**src/rtl/seg7_pkg.sv**
```systemverilog
// Shared seven-segment definitions for the pair decoder and the display
// driver's encoder.
//   SEG_*        : 7-bit active-high segment patterns, bit order g..a
//   CODE_BLANK   : code recovered from an all-off phase
//   CODE_INVALID : code recovered from any unrecognised pattern
//   dec_state_t  : decoder FSM states
//   seg7_encode  : code -> pattern, the inverse of the decode map
package seg7_pkg;

   localparam logic [6:0] SEG_0     = 7'h3F;
   localparam logic [6:0] SEG_1     = 7'h06;
   localparam logic [6:0] SEG_2     = 7'h5B;
   localparam logic [6:0] SEG_3     = 7'h4F;
   localparam logic [6:0] SEG_4     = 7'h66;
   localparam logic [6:0] SEG_5     = 7'h6D;
   localparam logic [6:0] SEG_6     = 7'h7D;
   localparam logic [6:0] SEG_7     = 7'h07;
   localparam logic [6:0] SEG_8     = 7'h7F;
   localparam logic [6:0] SEG_9     = 7'h6F;
   localparam logic [6:0] SEG_BLANK = 7'h00;

   localparam logic [3:0] CODE_BLANK   = 4'hF;
   localparam logic [3:0] CODE_INVALID = 4'hE;

   typedef enum logic {
      WAIT_TENS = 1'b0,
      WAIT_ONES = 1'b1
   } dec_state_t;

   // Codes with no pattern (A..E) encode as blank so the display goes dark
   // rather than showing garbage.
   function automatic logic [6:0] seg7_encode(input logic [3:0] code);
      logic [6:0] pat;
      case (code)
         4'd0:    pat = SEG_0;
         4'd1:    pat = SEG_1;
         4'd2:    pat = SEG_2;
         4'd3:    pat = SEG_3;
         4'd4:    pat = SEG_4;
         4'd5:    pat = SEG_5;
         4'd6:    pat = SEG_6;
         4'd7:    pat = SEG_7;
         4'd8:    pat = SEG_8;
         4'd9:    pat = SEG_9;
         default: pat = SEG_BLANK;
      endcase
      return pat;
   endfunction

endpackage

```
**src/rtl/seg7_pair_decoder_if.sv**
```systemverilog
// Display-bus monitor interface.
//   seg_in      : multiplexed display bus {select, segments g..a}
//   tens, ones  : last published digit pair
//   frame_valid : one-cycle pulse, new pair published
//   changed     : one-cycle pulse with frame_valid when the pair differs
//   seg_err     : one-cycle pulse on an accepted illegal pattern
// master = side driving the display bus, slave = the decoder.
interface seg7_pair_decoder_if;

   logic [7:0] seg_in;
   logic [3:0] tens;
   logic [3:0] ones;
   logic       frame_valid;
   logic       changed;
   logic       seg_err;

   modport master (
      output seg_in,
      input  tens,
      input  ones,
      input  frame_valid,
      input  changed,
      input  seg_err
   );

   modport slave (
      input  seg_in,
      output tens,
      output ones,
      output frame_valid,
      output changed,
      output seg_err
   );

endinterface

```
**src/rtl/seg7_decode.sv**
```systemverilog
// Combinational seven-segment pattern to 4-bit code.
//   seg_i  : segments g..a, active-high
//   code_o : 0..9, CODE_BLANK for all-off, CODE_INVALID otherwise
module seg7_decode
   import seg7_pkg::*;
(
   input  logic [6:0] seg_i,
   output logic [3:0] code_o
);

   always_comb begin
      code_o = CODE_INVALID;
      case (seg_i)
         SEG_0:     code_o = 4'd0;
         SEG_1:     code_o = 4'd1;
         SEG_2:     code_o = 4'd2;
         SEG_3:     code_o = 4'd3;
         SEG_4:     code_o = 4'd4;
         SEG_5:     code_o = 4'd5;
         SEG_6:     code_o = 4'd6;
         SEG_7:     code_o = 4'd7;
         SEG_8:     code_o = 4'd8;
         SEG_9:     code_o = 4'd9;
         SEG_BLANK: code_o = CODE_BLANK;
         default:   code_o = CODE_INVALID;
      endcase
   end

endmodule

```
**src/rtl/seg7_pair_decoder.sv**
```systemverilog
// Recovers the two digits shown on a time-multiplexed seven-segment bus.
// A phase is accepted once the bus has held the same value for
// STABLE_CYCLES consecutive samples; a tens phase followed by a ones phase
// publishes a pair.
//   clk   : clock, same domain as the display driver
//   reset : asynchronous, active-high
//   bus   : slave side of seg7_pair_decoder_if
//   STABLE_CYCLES : identical samples needed for acceptance, 1..15
//
//   state     | meaning
//   ----------+----------------------------------------------------------
//   WAIT_TENS | waiting for an accepted select=1 phase; ones phases ignored
//   WAIT_ONES | tens held in tens_hold_q; a ones phase publishes the pair,
//             | another tens phase replaces tens_hold_q
module seg7_pair_decoder
   import seg7_pkg::*;
#(
   parameter int STABLE_CYCLES = 2
) (
   input logic          clk,
   input logic          reset,
   seg7_pair_decoder_if.slave bus
);

   localparam int              CNT_W   = $clog2(STABLE_CYCLES + 1);
   localparam logic [CNT_W-1:0] CNT_MAX = CNT_W'(STABLE_CYCLES);

   logic [7:0]       seg_q;
   logic [CNT_W-1:0] cnt_q;
   logic [CNT_W-1:0] cnt_d;
   logic             same;
   logic             accept;
   logic [3:0]       code;

   dec_state_t       state_q;
   logic [3:0]       tens_hold_q;
   logic [3:0]       tens_q;
   logic [3:0]       ones_q;
   logic             frame_valid_q;
   logic             changed_q;
   logic             seg_err_q;

   seg7_decode u_decode (
      .seg_i  (bus.seg_in[6:0]),
      .code_o (code)
   );

   // Acceptance fires on the edge the counter arrives at CNT_MAX. A bus
   // change always restarts a phase, so with STABLE_CYCLES=1 a change is
   // an acceptance even though the counter already sits at CNT_MAX.
   always_comb begin
      same = (bus.seg_in == seg_q);
      if (!same) begin
         cnt_d = CNT_W'(1);
      end else if (cnt_q != CNT_MAX) begin
         cnt_d = cnt_q + CNT_W'(1);
      end else begin
         cnt_d = cnt_q;
      end
      accept = (cnt_d == CNT_MAX) && !(same && (cnt_q == CNT_MAX));
   end

   always_ff @(posedge clk or posedge reset) begin
      if (reset) begin
         seg_q         <= 8'h00;
         cnt_q         <= '0;
         state_q       <= WAIT_TENS;
         tens_hold_q   <= CODE_BLANK;
         tens_q        <= CODE_BLANK;
         ones_q        <= CODE_BLANK;
         frame_valid_q <= 1'b0;
         changed_q     <= 1'b0;
         seg_err_q     <= 1'b0;
      end else begin
         seg_q         <= bus.seg_in;
         cnt_q         <= cnt_d;
         frame_valid_q <= 1'b0;
         changed_q     <= 1'b0;
         // Flagged even for phases the FSM ignores.
         seg_err_q     <= accept && (code == CODE_INVALID);
         if (accept) begin
            case (state_q)
               WAIT_TENS: begin
                  if (bus.seg_in[7]) begin
                     tens_hold_q <= code;
                     state_q     <= WAIT_ONES;
                  end
               end
               WAIT_ONES: begin
                  if (bus.seg_in[7]) begin
                     tens_hold_q <= code;
                  end else begin
                     tens_q        <= tens_hold_q;
                     ones_q        <= code;
                     frame_valid_q <= 1'b1;
                     changed_q     <= ({tens_hold_q, code} != {tens_q, ones_q});
                     state_q       <= WAIT_TENS;
                  end
               end
               default: state_q <= WAIT_TENS;
            endcase
         end
      end
   end

   assign bus.tens        = tens_q;
   assign bus.ones        = ones_q;
   assign bus.frame_valid = frame_valid_q;
   assign bus.changed     = changed_q;
   assign bus.seg_err     = seg_err_q;

endmodule

```
**src/flat_wrapper.sv**
```systemverilog
// flat-port wrapper written by rule: the top's interface ports become plain ports
module seg7_pair_decoder_flat import seg7_pkg::*;
#(
   parameter int STABLE_CYCLES = 2
)
  (clk, reset, bus_seg_in, bus_tens, bus_ones, bus_frame_valid, bus_changed, bus_seg_err);
  seg7_pair_decoder_if bus_i ();
  input logic clk;
  input logic reset;
  input wire logic [$bits(bus_i.seg_in)-1:0] bus_seg_in;
  output wire logic [$bits(bus_i.tens)-1:0] bus_tens;
  output wire logic [$bits(bus_i.ones)-1:0] bus_ones;
  output wire logic [$bits(bus_i.frame_valid)-1:0] bus_frame_valid;
  output wire logic [$bits(bus_i.changed)-1:0] bus_changed;
  output wire logic [$bits(bus_i.seg_err)-1:0] bus_seg_err;
  assign bus_i.seg_in = bus_seg_in;
  assign bus_tens = bus_i.tens;
  assign bus_ones = bus_i.ones;
  assign bus_frame_valid = bus_i.frame_valid;
  assign bus_changed = bus_i.changed;
  assign bus_seg_err = bus_i.seg_err;
  seg7_pair_decoder #(.STABLE_CYCLES(STABLE_CYCLES)) u_core (.clk(clk), .reset(reset), .bus(bus_i));
endmodule
```
**config.mk**
```make
export PLATFORM = sky130hd
export DESIGN_NAME = seg7_pair_decoder_flat
export DESIGN_NICKNAME = d
export VERILOG_FILES = /design/src/rtl/seg7_pkg.sv /design/src/rtl/seg7_pair_decoder_if.sv /design/src/rtl/seg7_decode.sv /design/src/rtl/seg7_pair_decoder.sv /design/src/flat_wrapper.sv
export SDC_FILE = /design/constraint.sdc
export NUM_CORES = 1
export LEC_CHECK = 0
export ABC_CLOCK_PERIOD_IN_PS = 4600
export CAP_MARGIN = 20
export CORE_MARGIN = 5
export CORE_UTILIZATION = 57
export DETAILED_ROUTE_END_ITERATION = 8
export GPL_TIMING_DRIVEN = 0
export PLACE_DENSITY = 0.82
export SLEW_MARGIN = 5
export SYNTH_ARGS = -nofsm -noshare
export SYNTH_HDL_FRONTEND = slang
export SYNTH_HIERARCHICAL = 1
export SYNTH_SLANG_ARGS = --single-unit
```
**constraint.sdc**
```tcl
create_clock -name clk -period 4.6 [get_ports clk]
set_input_delay 0.69 -clock clk [delete_from_list [all_inputs] [get_ports clk]]
set_output_delay 0.69 -clock clk [all_outputs]
set_load 0.01 [all_outputs]
```
[Word level (Yosys, flattened, before mapping)]
Cells that the tools add are included.
Word-level totals
  register bits: 26
  bits in latches: 0
  RAM bits: 0
  bits in read-only memories: 0
  output and inout bits: 11
  logic and storage cells: 45
  memories: 0
Cells by class
  $add $sub $neg: 1
  multipliers: 0
  divide/modulo/power cells: 0
  magnitude comparators: 0
  equal/unequal tests: 16
  shifts and indexed selects: 0
  muxes and demuxes: 11
  bitwise operators: 1
  reduce and logical (&&, ||, !) cells: 7
Operators by type and width (count)
  equality test 7 bit, second input constant: 7
  case mux 4 bit (11 select lines): 1
  equality test 7 x 3 -> 1 bit, second input constant: 2
  equality test 8 bit: 1
  != test 8 bit: 1
  equality test 7 x 6 -> 1 bit, second input constant: 1
  zero test 7 bit: 1
  two-way mux 1 bit: 7
  equality test 2 bit, second input constant: 2
  equality test 4 bit, second input constant: 1
  two-way mux 2 bit: 2
  two-way mux 4 bit: 1
  logical AND 1 bit: 3
  AND reduction 3 bit: 1
  adder 2 x 1 -> 2 bit, second input constant: 1
  != test 2 bit, second input constant: 1
  AND reduction 2 bit: 1
  zero test 1 bit: 1
  inverter 1 bit: 1

[Logic depth before layout (Yosys ltp)]
Gate-level depths: netlist of run 1.
  word-level depth: 6
  gate-level depth with buffers: 8

[Modules after synthesis]
The synthesis of run 1 kept the hierarchy.
By module, submodules not included
  seg7_pair_decoder: instances 1, cells an instance 77, area each 1144.8 um^2, sequential area each 665.6 um^2
  seg7_decode: instances 1, cells an instance 37, area each 240.2 um^2, sequential area each 0.0 um^2

[Worst setup path before layout of run 1]
Ideal clock, no wire load.
  path type: input-to-reg
  start point: input port bus_seg_in[4]
  end point: register u_core.changed_q, in the netlist u_core/bus.changed
  data arrival time: 2.185 ns
  slack: 2.279 ns
  stages on the path: 7
  buffers on the path: 1
  path through: buf_6 > or4b_4 > nor3_1 > o21ai_0 > xor2_1 > nor4_1 > a21boi_0
Between the ends
  word-level cells in the longest chain between the ends: 6
  elaborated cells between the ends (all ways): 22
Ends and longest elaborated chain
  start: declaration: RTL line flat_wrapper.sv:10  | input wire logic [$bits(bus_i.seg_in)-1:0] bus_seg_in;
  equality test 7 bit, or another cell as far along: RTL line seg7_decode.sv:13  | case (seg_i)
  case mux 4 bit (11 select lines) *: RTL line seg7_decode.sv:13
  net u_core.code[1]: RTL line seg7_pair_decoder.sv:33  | logic [3:0] code;
  != test 8 bit *: RTL line seg7_pair_decoder.sv:96  | changed_q <= ({tens_hold_q, code} != {tens_q, ones_q});
  two-way mux 1 bit *: RTL line seg7_pair_decoder.sv:90  | if (bus.seg_in[7]) begin
  two-way mux 1 bit *: RTL line seg7_pair_decoder.sv:82  | case (state_q)
  two-way mux 1 bit *: RTL line seg7_pair_decoder.sv:81  | if (accept) begin
  end signal: assignment: RTL line seg7_pair_decoder.sv:96
  end: declaration: RTL line seg7_pair_decoder.sv:40  | logic changed_q;
The timed path passes the listed nets; every way through them passes the cells marked *.
A chain may end at the register's enable or synchronous reset.

[Worst setup path after layout of run 1]
Ends and elaborated chain as after synthesis.

==> results of run 1 <==
[cell families after synthesis]
kind of cell / after synthesis / share of synthesized area, %
multiplexers: 13 / 12.6
buffers and inverters: 7 / 3.07
AND/OR/NAND/NOR: 36 / 17.4
AO/OA/AOI/OAI: 13 / 6.23
XOR/XNOR: 17 / 10.7
adder cells (fa/ha/maj): 2 / 1.81
flip-flops: 26 / 48.1
[placed cells by master, fill, tap and decap left out, drive strengths merged]
master,n
a21bo,1
a21boi,1
a2bb2oi,1
and2,2
and2b,1
and3,1
and3b,1
buf,4
clkbuf,5
clkdlybuf4s50,20
dfrtp,14
dfstp,12
ha,2
inv,3
mux2,12
mux2i,1
nand2,5
nand2b,2
nand3,4
nand4,1
nand4b,4
nor2,3
nor3,3
nor4,5
o21ai,6
o22ai,2
o31ai,1
o32a,1
or3,1
or4,2
or4b,1
xnor2,1
xor2,16
[flip-flops by register name, indices dropped and copies added, names as in the netlist]
name	count
u_core/state_q	1
u_core/seg_q	8
u_core/tens_hold_q	4
u_core/bus.seg_err	1
u_core/bus.ones	4
u_core/bus.changed	1
u_core/bus.frame_valid	1
u_core/bus.tens	4
u_core/cnt_q	2
[cell type report]
class	count	area, um2
plain buffers	4	31.3
fillers	157	581
well taps	28	35.0
multi-input cells	81	677
inverters	3	11.3
clock buffers	4	47.5
flip-flops and latches	26	666
repair buffers	21	228
[routing by layer]
| layer | vias to the layer above | track usage (%) | routed length, um |
|---|---|---|---|
| met5 | - | 0 | 0 |
| met3 | 2 | 1.96 | 110 |
| met2 | 23 | 28.4 | 1410 |
| met1 | 483 | 22.0 | 1140 |
| li1 | 459 | - | - |
| met4 | 0 | 5.83 | 19 |
[final timing paths]
kind / startpoint / endpoint / slack, ps / cells past startpoint
max: bus_seg_in[4] / u_core/bus.changed / 1890 / 9
min: u_core/state_q / u_core/state_q / 520 / 1
max reg2reg: u_core/seg_q[6] / u_core/bus.tens[0] / 2500 / 4
min reg2reg: u_core/state_q / u_core/state_q / 520 / 1
max in group asynchronous: reset / u_core/tens_hold_q[2] / 3580 / 3
min in group asynchronous: reset / u_core/cnt_q[0] / 570 / 2
[power groups by stage]
stage,Combinational (W),Clock (W),Sequential (W)
final,0.0000632,0.000136,0.000248
after detailed placement,0.0000598,0,0.000252
after global routing,0.0000704,0.000150,0.000249
after floorplan,0.0000388,0,0.000250
after global placement,0.0000572,0,0.000251
after CTS,0.0000603,0.000140,0.000248
[cells in the mapped netlist (2+ instances only)]
master / n / area [um2]
sky130_fd_sc_hd__xor2_1: 16 / 140
sky130_fd_sc_hd__dfrtp_1: 14 / 350
sky130_fd_sc_hd__dfstp_2: 12 / 315
sky130_fd_sc_hd__mux2_4: 8 / 120
sky130_fd_sc_hd__o21ai_0: 6 / 30.0
sky130_fd_sc_hd__nand2_1: 5 / 18.8
sky130_fd_sc_hd__nor4_1: 5 / 31.3
sky130_fd_sc_hd__mux2_2: 4 / 45.0
sky130_fd_sc_hd__nand3_1: 4 / 20.0
sky130_fd_sc_hd__nand4b_1: 4 / 35.0
sky130_fd_sc_hd__inv_1: 3 / 11.3
sky130_fd_sc_hd__nor2_1: 3 / 11.3
sky130_fd_sc_hd__and2_1: 2 / 12.5
sky130_fd_sc_hd__ha_1: 2 / 25.0
sky130_fd_sc_hd__nand2b_1: 2 / 12.5
sky130_fd_sc_hd__nor3_1: 2 / 10.0
sky130_fd_sc_hd__o22ai_1: 2 / 12.5
sky130_fd_sc_hd__or4_4: 2 / 22.5
[critical path, delay by kind of cell]
kind | cells | cell delay, ps
buffers and inverters | 2 | 620
XOR/XNOR | 1 | 170
AO/OA/AOI/OAI | 3 | 560
AND/OR/NAND/NOR | 3 | 880
[through the flow]
step	hold slack (ps)	area (um2)	setup WS (ps)	power (W)
after floorplan	463	1390	2280	0.000289
after global placement	480	1620	1560	0.000308
after detailed placement	476	1620	1540	0.000312
after CTS	508	1670	1900	0.000448
after global routing	543	1700	1710	0.000469
final	522	1700	1890	0.000448
==> impl_metrics.json, run 1 <==
{
  "status": "finished clean",
  "synth_edf_count": 0,
  "synthesis.nets": 126,
  "grt_max_degree": 27,
  "first_iter_violations": 16,
  "tritoncts": "done",
  "die_area_mm2": 0.00352,
  "tns_ps": 0,
  "number_of_synthesized_register_bits": 26,
  "maxCapViolCount": 0,
  "drive_above_1_share_pct": 28.8,
  "grt_pass1_wl_um": 4530,
  "timing.fmax_ghz": 0.369,
  "critPathRequiredTime_ps": 4820,
  "post-cts-setup-buffers": 0,
  "first_global_vias": 961,
  "standard_cell_core_area_mm2": 0.00228,
  "synth_sequential_area_ratio_pct": 48.1,
  "yosys.cell_types.count": 36,
  "cellInternalPower_w": 0.000339,
  "slew_headroom_pct": 59.4,
  "rsz0062_at_grt": "no",
  "tritoncts.num_buffers": 3,
  "critical_path_arrival_ps": 2930,
  "critical_path_peak_fanout": 7,
  "die_height_um": 59.3,
  "final.period_utilization_pct": 58.9,
  "net_switching_fraction_of_the_power_pct": 24.4,
  "cts-root-to-sink-buffers": 2,
  "floorplan.initialDensity_pct": 60.9,
  "maxSlewViolCount": 0,
  "grt-ovfl-total": 0,
  "number_of_antenna_violations_at_the_first_check_in_global_routing": 0,
  "type_of_the_worst_setup_path": "in -> reg",
  "clockRootBuffer": "sky130_fd_sc_hd__clkbuf_4",
  "worst_setup_path_end_kind": "flip-flop",
  "ioPinCount": 21,
  "cts.reportedPaths.clkPinSlew_ps": 150,
  "nNetsFinal": 152,
  "synth_area_mm2": 0.00139,
  "clock_skew_after_layout_ps": 9.44,
  "routedWlPerCell_um": 16.1,
  "part_of_the_power_in_the_clock_network_pct": 30.5,
  "placed_wire_length_estimate_after_detailed_placement_um": 1920,
  "wirelength_um": 2680,
  "dp.cells": 162,
  "drt-vias-per-instance": 5.79,
  "place_congestion": 1.01,
  "area_delta_synth_final_pct": 22.4,
  "io_buffer_count": 20,
  "placement_rows": 17,
  "antenna_cells": 0,
  "worst_path_max_delay_cell": "sky130_fd_sc_hd__or4b_4",
  "drc": 0,
  "worst_ir_drop_on_vdd_uv": 221,
  "max_slew.worst_pin.slew_ps": 607,
  "yosys_warnings": 6,
  "detail-route-antenna-nets": 0,
  "number_of_detailed_routing_iterations_run_before_antenna_repair": 4,
  "synth_async_reset_ratio_pct": 100,
  "cts_hold_buf": 0,
  "pwr-share-comb_pct": 14.1,
  "fin_cells": 167,
  "power_leakage_nw": 0.733,
  "setup_viol": 0,
  "global_route_usage_over_all_layers_pct": 16.8,
  "synth_top_flop_cell": "sky130_fd_sc_hd__dfrtp_1",
  "max_stage_delay_ps": 540,
  "final_core_utilization_pct": 74.5,
  "setup.worst_path.start_class": "primary input",
  "p_sw_w": 0.000109,
  "power_density_mw_per_mm2": 264,
  "tritoncts_num_sinks": 26,
  "report.final.hold_viol_count": 0,
  "min_period_ps": 2710,
  "die_width_um": 59.3,
  "timing.critical_path.cells": "clkdlybuf4s50_1, buf_6, or4b_4, o32a_1, o22ai_1, nand2_1, xor2_1, nor4_1, a21boi_0",
  "avgSynthCellArea_um2": 12.1,
  "post_cts_sizing_count": 0,
  "clkLatencyLatePin_ps": 330,
  "route.vias.total": 967,
  "min_path_type": "reg -> reg",
  "post_synth_inst_count": 114,
  "htree_levels": 1,
  "sequentialPowerShare_pct": 55.4
}
(Power assumes the default switching activity.)
==> run 2: changes to the inputs <==
--- a/config.mk
+++ b/config.mk
@@ -5,13 +5,13 @@
 export SDC_FILE = /design/constraint.sdc
 export NUM_CORES = 1
 export LEC_CHECK = 0
-export ABC_CLOCK_PERIOD_IN_PS = 4600
+export ABC_CLOCK_PERIOD_IN_PS = 2500
 export CAP_MARGIN = 20
 export CORE_MARGIN = 5
-export CORE_UTILIZATION = 57
+export CORE_UTILIZATION = 53
 export DETAILED_ROUTE_END_ITERATION = 8
 export GPL_TIMING_DRIVEN = 0
-export PLACE_DENSITY = 0.82
+export PLACE_DENSITY = 0.77
 export SLEW_MARGIN = 5
 export SYNTH_ARGS = -nofsm -noshare
 export SYNTH_HDL_FRONTEND = slang
==> constraint.sdc (replaced) <==
create_clock -name clk -period 2.5 [get_ports clk]
set_input_delay 0.375 -clock clk [delete_from_list [all_inputs] [get_ports clk]]
set_output_delay 0.375 -clock clk [all_outputs]
set_load 0.01 [all_outputs]
==> impl_metrics.json, run 2 (synthesized netlist as in run 1, its figures left out) <==
{
  "status": "finished clean",
  "post-cts-setup-buffers": 0,
  "place_worst_setup_slack_ps": -299,
  "wirelength_um": 2550,
  "die_height_um": 61.1,
  "number_of_antenna_violations_at_the_first_check_in_global_routing": 0,
  "worst_path_max_delay_cell": "sky130_fd_sc_hd__or4b_4",
  "number_of_detailed_routing_iterations_run_before_antenna_repair": 4,
  "power_density_mw_per_mm2": 447,
  "detail-route-antenna-nets": 0,
  "clkLatencyLatePin_ps": 310,
  "first_global_vias": 1022,
  "tritoncts_num_sinks": 26,
  "type_of_the_worst_setup_path": "in -> reg",
  "critPathRequiredTime_ps": 2700,
  "die_width_um": 61.1,
  "drive_above_1_share_pct": 28.1,
  "critical_path_peak_fanout": 7,
  "net_switching_fraction_of_the_power_pct": 25.0,
  "top_cell_family_by_delay_on_the_critical_path": "simple AND/OR/NAND/NOR gates",
  "timing.fmax_ghz": 0.421,
  "io_buffer_count": 20,
  "maxCapViolCount": 0,
  "tritoncts": "done",
  "detailed_place.area_mm2": 0.00162,
  "dp.cells": 164,
  "part_of_the_power_in_the_clock_network_pct": 23.9,
  "final.period_utilization_pct": 95.0,
  "area_delta_synth_final_pct": 21.2,
  "p_sw_w": 0.000187,
  "layout_commonest_cell": "sky130_fd_sc_hd__clkdlybuf4s50_1",
  "placed_wire_length_estimate_after_detailed_placement_um": 1910,
  "slew_headroom_pct": 59.8,
  "place_congestion": 0.839,
  "critical_path_arrival_ps": 2570,
  "cts.reportedPaths.clkPinSlew_ps": 130,
  "route.vias.total": 948,
  "antenna_cells": 0,
  "min_path_type": "in -> async",
  "largest_register_ffs": 8,
  "worst_setup_path_end_kind": "flip-flop",
  "ioPinCount": 21,
  "max_stage_delay_ps": 550,
  "htree_levels": 1,
  "first_iter_violations": 27,
  "pwr-share-comb_pct": 15.4,
  "placement_rows": 18,
  "worst_ir_drop_on_vdd_uv": 305,
  "tritoncts.num_buffers": 3,
  "max_slew.worst_pin.slew_ps": 601,
  "floorplan.initialDensity_pct": 55.4,
  "drc": 0,
  "rsz0062_at_grt": "no",
  "timing.critical_path.cells": "clkdlybuf4s50_1, buf_6, or4b_4, nor3_1, o21ai_1, xor2_1, nor4_1, a21boi_0",
  "sequentialPowerShare_pct": 60.7,
  "drt-vias-per-instance": 5.61,
  "grt-ovfl-total": 0,
  "cts-root-to-sink-buffers": 2,
  "worst_slack_ps": 124,
  "cellInternalPower_w": 0.000563,
  "final_cell_mix": "19 x sky130_fd_sc_hd__clkdlybuf4s50_1, 16 x sky130_fd_sc_hd__xor2_1, 14 x sky130_fd_sc_hd__dfrtp_1",
  "worst-path-buf-inv": 2,
  "report.final.hold_viol_count": 0,
  "maxSlewViolCount": 0,
  "routedWlPerCell_um": 15.1,
  "clock_skew_after_layout_ps": 3.35,
  "global_route_usage_over_all_layers_pct": 15.8,
  "grt_max_degree": 27,
  "setup.worst_path.start_class": "primary input",
  "standard_cell_core_area_mm2": 0.00250,
  "clockRootBuffer": "sky130_fd_sc_hd__clkbuf_4",
  "fin_cells": 169,
  "die_area_mm2": 0.00374,
  "regMostFlops": "u_core/seg_q",
  "tns_ps": 0,
  "grt_pass1_wl_um": 4510,
  "nNetsFinal": 152,
  "min_period_ps": 2380,
  "fin_area_mm2": 0.00168,
  "power_leakage_nw": 0.731,
  "setup_viol": 0
}
[run 2: changes by cell type in the layout (fill, tap and decap cells not counted), sizes merged]
| cell | previous run | this run |
|---|---|---|
| clkdlybuf4s50 | 20 | 19 |
| dlymetal6s2s | 0 | 1 |
[run 2: power groups by stage]
stage               logic [W]  clock network [W]  registers [W]
CTS                  0.000110           0.000187       0.000456
detailed placement   0.000110                  0       0.000463
floorplan           0.0000714                  0       0.000460
finish               0.000115           0.000179       0.000455
global route         0.000129           0.000203       0.000458
global placement     0.000105                  0       0.000461
[run 2: cell type report]
type / count / area, um2
multi-input combinational: 81 / 677
timing repair buffer: 21 / 230
sequential: 26 / 666
buffer: 4 / 31.3
inverter: 3 / 11.3
clock buffer: 4 / 26.3
fill: 209 / 821
tap: 30 / 37.5
[run 2: metal layers]
layer | GRT usage (%) | wire, um
met1 | 21.0 | 1090
met2 | 26.4 | 1300
met3 | 1.26 | 126
met4 | 6.81 | 27
met5 | 0 | 0
[run 2: worst paths after layout]
kind	from	end	slack [ps]	cells after the start
max	bus_seg_in[4]	u_core/bus.changed	120	8
min	reset	u_core/bus.changed	270	2
max reg2reg	u_core/seg_q[6]	u_core/bus.tens[0]	390	4
min reg2reg	u_core/state_q	u_core/state_q	520	1
max in group asynchronous	reset	u_core/tens_hold_q[2]	1760	3
min in group clk	bus_seg_in[6]	u_core/seg_q[6]	370	1
[run 2: timing repair]
item,4_1_cts,5_1_grt
endpoints found under the setup margin,0,1
hold buffers,0,0
resized for setup,0,2
[run 2: through the flow]
stage | util [%] | hold slack (ps) | power [W]
after floorplan | - | 406 | 0.000532
after global placement | 64.9 | 481 | 0.000566
after detailed placement | 64.9 | 490 | 0.000573
after CTS | 66.0 | 520 | 0.000752
after global routing | 67.2 | 284 | 0.000789
final | 67.2 | 274 | 0.000750
